[src/rtl/cacheline_adaptor_pkg.sv]
// Shared types and sizing constants for the cache-line <-> memory-burst adaptor.
package cacheline_adaptor_pkg;

   localparam int S_LINE  = 256;
   localparam int S_BURST = 64;
   localparam int BEATS   = S_LINE / S_BURST;

   typedef enum logic [1:0] {
      IDLE  = 2'd0,
      READ  = 2'd1,
      WRITE = 2'd2,
      DONE  = 2'd3
   } cla_state_t;

endpackage : cacheline_adaptor_pkg

[src/rtl/cacheline_adaptor.sv]
// Converts one cache-line read/writeback into a burst of memory beats, sharing a
// single line buffer between read capture and write drive.
module cacheline_adaptor
   import cacheline_adaptor_pkg::*;
#(
   parameter int s_line  = S_LINE,
   parameter int s_burst = S_BURST
) (
   input  logic               clk,
   input  logic               rst,
   input  logic [s_line-1:0]  line_i,
   output logic [s_line-1:0]  line_o,
   input  logic [31:0]        address_i,
   input  logic               read_i,
   input  logic               write_i,
   output logic               resp_o,
   input  logic [s_burst-1:0] burst_i,
   output logic [s_burst-1:0] burst_o,
   output logic [31:0]        address_o,
   output logic               read_o,
   output logic               write_o,
   input  logic               resp_i
);

   localparam int            NB         = s_line / s_burst;
   localparam int            CW         = (NB > 1) ? $clog2(NB) : 1;
   localparam logic [CW-1:0] LAST_BEAT  = CW'(NB - 1);
   localparam logic [31:0]   ALIGN_MASK = ~32'h1F;

   cla_state_t                  state_q, state_d;
   logic [CW-1:0]               count_q, count_d;
   logic [31:0]                 addr_q, addr_d;
   logic [NB-1:0][s_burst-1:0]  buf_q, buf_d;

   // NOTE: the line buffer is reset along with the control state because line_o
   // must read back as zero after reset, even though it is plain data storage.
   always_ff @(posedge clk) begin
      if (rst) begin
         state_q <= IDLE;
         count_q <= '0;
         addr_q  <= '0;
         buf_q   <= '0;
      end else begin
         state_q <= state_d;
         count_q <= count_d;
         addr_q  <= addr_d;
         buf_q   <= buf_d;
      end
   end

   // NOTE: every next-state signal takes its hold value first so no path through
   // the case statement leaves one unassigned (which would infer a latch).
   always_comb begin
      state_d = state_q;
      count_d = count_q;
      addr_d  = addr_q;
      buf_d   = buf_q;
      unique case (state_q)
         IDLE: begin
            // Writeback has priority when both requests arrive together.
            if (write_i) begin
               state_d = WRITE;
               addr_d  = address_i & ALIGN_MASK;
               buf_d   = line_i;
            end else if (read_i) begin
               state_d = READ;
               addr_d  = address_i & ALIGN_MASK;
            end
         end
         READ: begin
            if (resp_i) begin
               buf_d[count_q] = burst_i;
               count_d        = count_q + CW'(1);
               if (count_q == LAST_BEAT) begin
                  state_d = DONE;
                  count_d = '0;
               end
            end
         end
         WRITE: begin
            if (resp_i) begin
               count_d = count_q + CW'(1);
               if (count_q == LAST_BEAT) begin
                  state_d = DONE;
                  count_d = '0;
               end
            end
         end
         DONE:    state_d = IDLE;
         default: state_d = IDLE;
      endcase
   end

   // Outputs decode registered state only, so read_i/write_i never reach them combinationally.
   always_comb begin
      read_o    = (state_q == READ);
      write_o   = (state_q == WRITE);
      resp_o    = (state_q == DONE);
      address_o = addr_q;
      line_o    = buf_q;
      burst_o   = buf_q[count_q];
   end

endmodule : cacheline_adaptor

[config.mk]
export PLATFORM = sky130hd
export DESIGN_NAME = cacheline_adaptor
export DESIGN_NICKNAME = d
export VERILOG_FILES = /design/src/rtl/cacheline_adaptor_pkg.sv /design/src/rtl/cacheline_adaptor.sv
export SDC_FILE = /design/constraint.sdc
export NUM_CORES = 1
export LEC_CHECK = 0
export ABC_AREA = 1
export BUFFER_PORTS_ARGS = -buffer_cell sky130_fd_sc_hd__buf_2
export CORE_AREA = 8 8 275 277
export CTS_CLUSTER_DIAMETER = 80
export DETAILED_ROUTE_END_ITERATION = 10
export DIE_AREA = 0 0 283 285
export GPL_TIMING_DRIVEN = 0
export HOLD_SLACK_MARGIN = 0.03
export PLACE_DENSITY_LB_ADDON = 0.3
export REMOVE_ABC_BUFFERS = 1
export SETUP_SLACK_MARGIN = 0.02
export SLEW_MARGIN = 0
export SYNTH_ARGS = -nofsm -noshare
export SYNTH_HDL_FRONTEND = slang
export SYNTH_SLANG_ARGS = --single-unit
[constraint.sdc]
create_clock -name clk -period 1.85 [get_ports clk]
set_clock_uncertainty 0.15 [all_clocks]
set_input_delay 0.185 -clock clk [delete_from_list [all_inputs] [get_ports clk]]
set_output_delay 0.185 -clock clk [all_outputs]
set_load 0.02 [all_outputs]
# == Yosys cells after proc, flatten, opt, wreduce, memory -nomap -nowiden ==
# Cells that the tools add are included.
# classes
addsub,1
order_cmp,2
n_eq_ne,9
muxes,16
n_reduce_logical,9
# ops
op,count
$mux W256,2
$pmux W256 S2,1
$bwmux W256,1
$bmux W64 S2,1
$demux W64 S2,1
$mux W64,2
$mux W32,2
$mux W2,5
$eq A2 B2 Y1 const B,3
$ne A2 B1 Y1 const B,3
$pmux W2 S3,1
$reduce_and A3 Y1,2
$reduce_and A2 Y1,2
$reduce_bool A2 Y1,2
$lt A2 B3 Y1 const B,1
$ne A3 B3 Y1 const B,1
$add A2 B1 Y2 const B,1
$eq A2 B1 Y1 const B,1
$ge A2 B1 Y1 const B,1
$logic_not A2 Y1,1
$ne A2 B2 Y1 const B,1
$reduce_or A2 Y1,1
$logic_and A1 B1 Y1,1
# word_totals
ff_bits,292
inputBits,357
out_inout_bits,355
elab_cells,44

# == Logic depth before layout (Yosys ltp) ==
# depth
depth_word,7
depth_mapped,12

# == Worst setup path after synthesis ==
# Ideal clock, no wire load.
# synth_timing
path_kind,register -> register
startpoint,reg count_q[0]
endpoint,reg buf_q (netlist bit line_o[131])
arrival_time_ns,1.772
required_time_ns,1.587
path_slack_ns,-0.185
path_stages_with_launch,11
path_buffers,4
path_cell_list,dfxtp_1 inv_2 buf_2 buf_1 ha_1 inv_1 buf_2 clkbuf_1 o22ai_1 nor2_1 nor2_1
# synth_via
elab_chain_len,7
# synth_lines
item,line,source
start: declaration,cacheline_adaptor.sv:31,"logic [CW-1:0] count_q, count_d;"
start signal: assignment,cacheline_adaptor.sv:45,count_q <= count_d;
$lt A2 B3 Y1 (not written as such) / $ge A2 B1 Y1 (equally long branches),cacheline_adaptor.sv:72,buf_d[count_q] = burst_i;
$logic_and A1 B1 Y1 (not written as such),cacheline_adaptor.sv:72,
$mux W64 (not written as such),cacheline_adaptor.sv:72,
$demux W64 S2 (*),cacheline_adaptor.sv:72,
$bwmux W256 (*),cacheline_adaptor.sv:72,
$mux W256 (*),cacheline_adaptor.sv:71,if (resp_i) begin
$pmux W256 S2 (*),cacheline_adaptor.sv:58,unique case (state_q)
end signal: assignment,cacheline_adaptor.sv:47,buf_q <= buf_d;
end: declaration,cacheline_adaptor.sv:33,"logic [NB-1:0][s_burst-1:0] buf_q, buf_d;"
# Every way passes the cells marked *; elsewhere a longest branch is shown, timed or not. The select of a mux whose other input is x is not followed.
# A chain may end at the register's enable or synchronous reset.

# == Final worst setup path ==
# layout_timing
startpoint,reg count_q[0]
endpoint,out burst_o[14]
# layout_via
elab_chain_len,2
# layout_lines
item,line,source
$bmux W64 S2,cacheline_adaptor.sv:101,burst_o = buf_q[count_q];
$mux W64 (not written as such),cacheline_adaptor.sv:101,
end: declaration,cacheline_adaptor.sv:18,"output logic [s_burst-1:0] burst_o,"
# No other way between the ends. The select of a mux whose other input is x is not followed.

==> summary.txt <==
Cells and area
  • Share of layout cells above drive strength 1: 0.273
  • Post-layout util: 0.404
  • Multi-input combinational cell area: 0.00857 mm²
  • Fin nets: 4194
  • Most frequent cells in the layout: nand2_1 (641), buf_2 (638), nor2_1 (539)
  • P&R area growth vs syn: 72.3%
  • FF/Latch Area: between 0.005 and 0.006 mm²
  • Fin cells: between 4000 and 5000
  • Final instance area: 0.0287 mm²
  • Commonest non-fill, non-tap cell in the layout: nand2_1
  • # fillers: 7394

Drt
  • Mean routed wirelength per cell: 22.2 µm
  • DR DRC count: 0
  • Antenna-violating nets left: 0
  • DR vias/cell: 4.69
  • Final WL: 107 mm
  • 1st-iter DRT viols: 2050
  • Detailed Routing Iterations Pass 1: 6
  • Via count: between 20000 and 25000

Critical path
  • Critical Path Source Type: flop
  • Endpoint class of the critical path: output pin
  • WP data arrival: between 2 and 2.5 ns
  • Worst Path Max Fanout: 8
  • Setup CP Type: reg2out
  • Worst path required time: 1.51 ns
  • R2R depth: 13

Logic synthesis
  • Area contributors post-synth: dfxtp_1 (35%), nand2_1 (15%), nor2_1 (13%)
  • Top cell type's share of synthesized area: 0.345
  • Synth area leader: dfxtp_1
  • Synth async-reset ratio: 0
  • Sequential share of the synthesized area: 0.345
  • Cell count after synthesis: between 2000 and 3000
  • Post-synthesis instance area: between 0.015 and 0.02 mm²
  • Syn_area_per_cell: 5.94 µm²
  • Number of unique standard cell types used by synthesis: 19
  • Flops & latches, synth: ~290
  • Synth Flop Type: dfxtp_1
  • Post-synth EDFFs: 0
  • Yosys Warn Count: 0

Global route
  • First-pass GRT wire length: 148 mm
  • Number of global-route vias before repair: 21927
  • Initial antenna violation count: 6
  • Pin count of the biggest net entering global routing: 109
  • Total gr overflow: 0
  • Global Route Usage Sum: 0.240

Min path
  • Worst Hold Class: in2reg
  • Hold path depth: 5

CTS
  • Longest Clk Path Bufs: 3
  • Clock Latency Late Sink: 0.55 ns
  • CTS tree: yes
  • Clock transition at path regs: 0.06 ns
  • Clock tree root buffer cell: clkbuf_16
  • CTS sink cnt: 287
  • H-Tree Level Count: 2
  • CTS Buf Count: 39

Timing
  • Final setup margin: -0.499 ns
  • TNS Setup: -103.50 ns
  • RSZ-0062 raised after global routing: true
  • Final period util: 1.27
  • Final hold vios: 0
  • Pins Over Slew Limit: 0
  • Fmax: approximately 430 MHz
  • Rel. slew slack: 0.525
  • Worst-Margin Slew: 0.712 ns
  • Fin Hold WS: 0.0580 ns
  • Period minus WS final: 2.35 ns
  • Final setup fails: 320

Pwr
  • Combinational Power Share: 0.685
  • Internal power: roughly 27 mW
  • Flop pwr share: 0.184
  • Overall Power: approximately 55 mW
  • Clock power frac: 0.132
  • VDD IR-drop max: approximately 1.3 mV
  • Switching portion of total power: 0.515
  • Leakage power: 15.2 nW
  • P per Cell Area: 1930 mW/mm²
  • Switching power: 28.6 mW

Placed design
  • Number of port buffers: 701
  • Place WS: -2.14 ns
  • Cell total after placement: 4277
  • Hpwl dp: approximately 55 mm
  • RD Place Congestion: 0.839
  • Post-DP Area: between 0.02 and 0.025 mm²

Floorplanning
  • Starting Density: 0.235
  • FP Rows: 98
  • Die span in y: 285 µm
  • CORE AREA: 0.0710 mm²
  • IO Count: ~710
  • DIE AREA: approximately 0.081 mm²
  • Die Wd: 283 µm

Run status
  • Failing checks: setup timing
  • Outcome: complete, but fails checks

Job
  • Max Cap Viol: 0
## area by class of cell
class                      count  area share
antenna                        3    0.000262
clock buffer                  58      0.0390
clock inverter                 6     0.00214
inverter                     526      0.0725
multi-input combinational   1793       0.299
sequential                   287       0.201
tap                          950      0.0414
timing repair buffer        1173       0.342
timing repair inverter         8     0.00345
## worst paths after layout
path	slack, ns	startpoint	end
worst max register to register	-0.42	count_q[0]$_SDFFE_PP0P_	line_o[178]$_SDFFE_PP0P_
worst min register to register	0.33	address_o[17]$_SDFFE_PP0P_	address_o[17]$_SDFFE_PP0P_
worst min-delay path	0.06	burst_i[38]	line_o[102]$_SDFFE_PP0P_
worst max-delay path	-0.50	count_q[0]$_SDFFE_PP0P_	burst_o[14]
## synth_stat cells (11+ instances only)
library cell  count
inv_1           523
o21ai_0          94
dfxtp_1         287
nor2_1          570
buf_4            38
buf_1            11
nand2_1         658
buf_6            24
clkbuf_1         93
buf_2            36
a21oi_1         194
o22ai_1         256
## power by group through the flow
stage / Clock (mW) / Combinational (mW) / Sequential [mW]
final: 7.30 / 37.9 / 10.2
after global routing: 7.71 / 40.2 / 10.4
after CTS: 7.45 / 35.5 / 10.1
after detailed placement: 0 / 25.8 / 10.2
after global placement: 0 / 13.2 / 8.50
after floorplan: 0 / 10.6 / 11.4
## critical path, stage by stage (launching register included)
cell,delay (ns)
dfxtp_4,0.36
buf_16,0.15
inv_16,0.10
buf_12,0.16
clkbuf_16,0.21
nand2_1,0.08
a21oi_2,0.22
buf_6,0.16
## sequential cells by signal, indices dropped and copies added, names as in the netlist
name,flops
address_o,27
count_q,2
state_q,2
line_o,256
## cell families (layout without fill, tap and decap cells)
| kind of cell | after synthesis | count (layout) | share of synthesized area |
|---|---|---|---|
| buffers and inverters | 728 | 1771 | 0.186 |
| DFF | 287 | 287 | 0.345 |
| adders and majority gates | 9 | 9 | 0.00676 |
| and+or+nand+nor | 1233 | 1234 | 0.278 |
| AOI/OAI and AO/OA | 545 | 545 | 0.183 |
| other | 1 | 8 | 0.000225 |
## routing by layer
metal,vias to the layer above,part of all wire,track usage,routed length (µm)
met5,-,0.00038,0,40
met4,6,0.036,0.0843,3850
met3,242,0.089,0.0544,9440
met2,1209,0.47,0.407,50500
met1,10431,0.40,0.296,42800
li1,10661,-,-,-
## timing repair
| action | 4_1_cts | 5_1_grt |
|---|---|---|
| setup endpoints to repair | 353 | 349 |
| endpoints found under the hold margin | 287 | 0 |
| hold buffers | 345 | 0 |
| pin swaps | 13 | 35 |
| setup buffers | 52 | 12 |
| resized for setup | 245 | 169 |
| cloned | 44 | 10 |
Note: power is estimated with default switching activity, not from simulation.
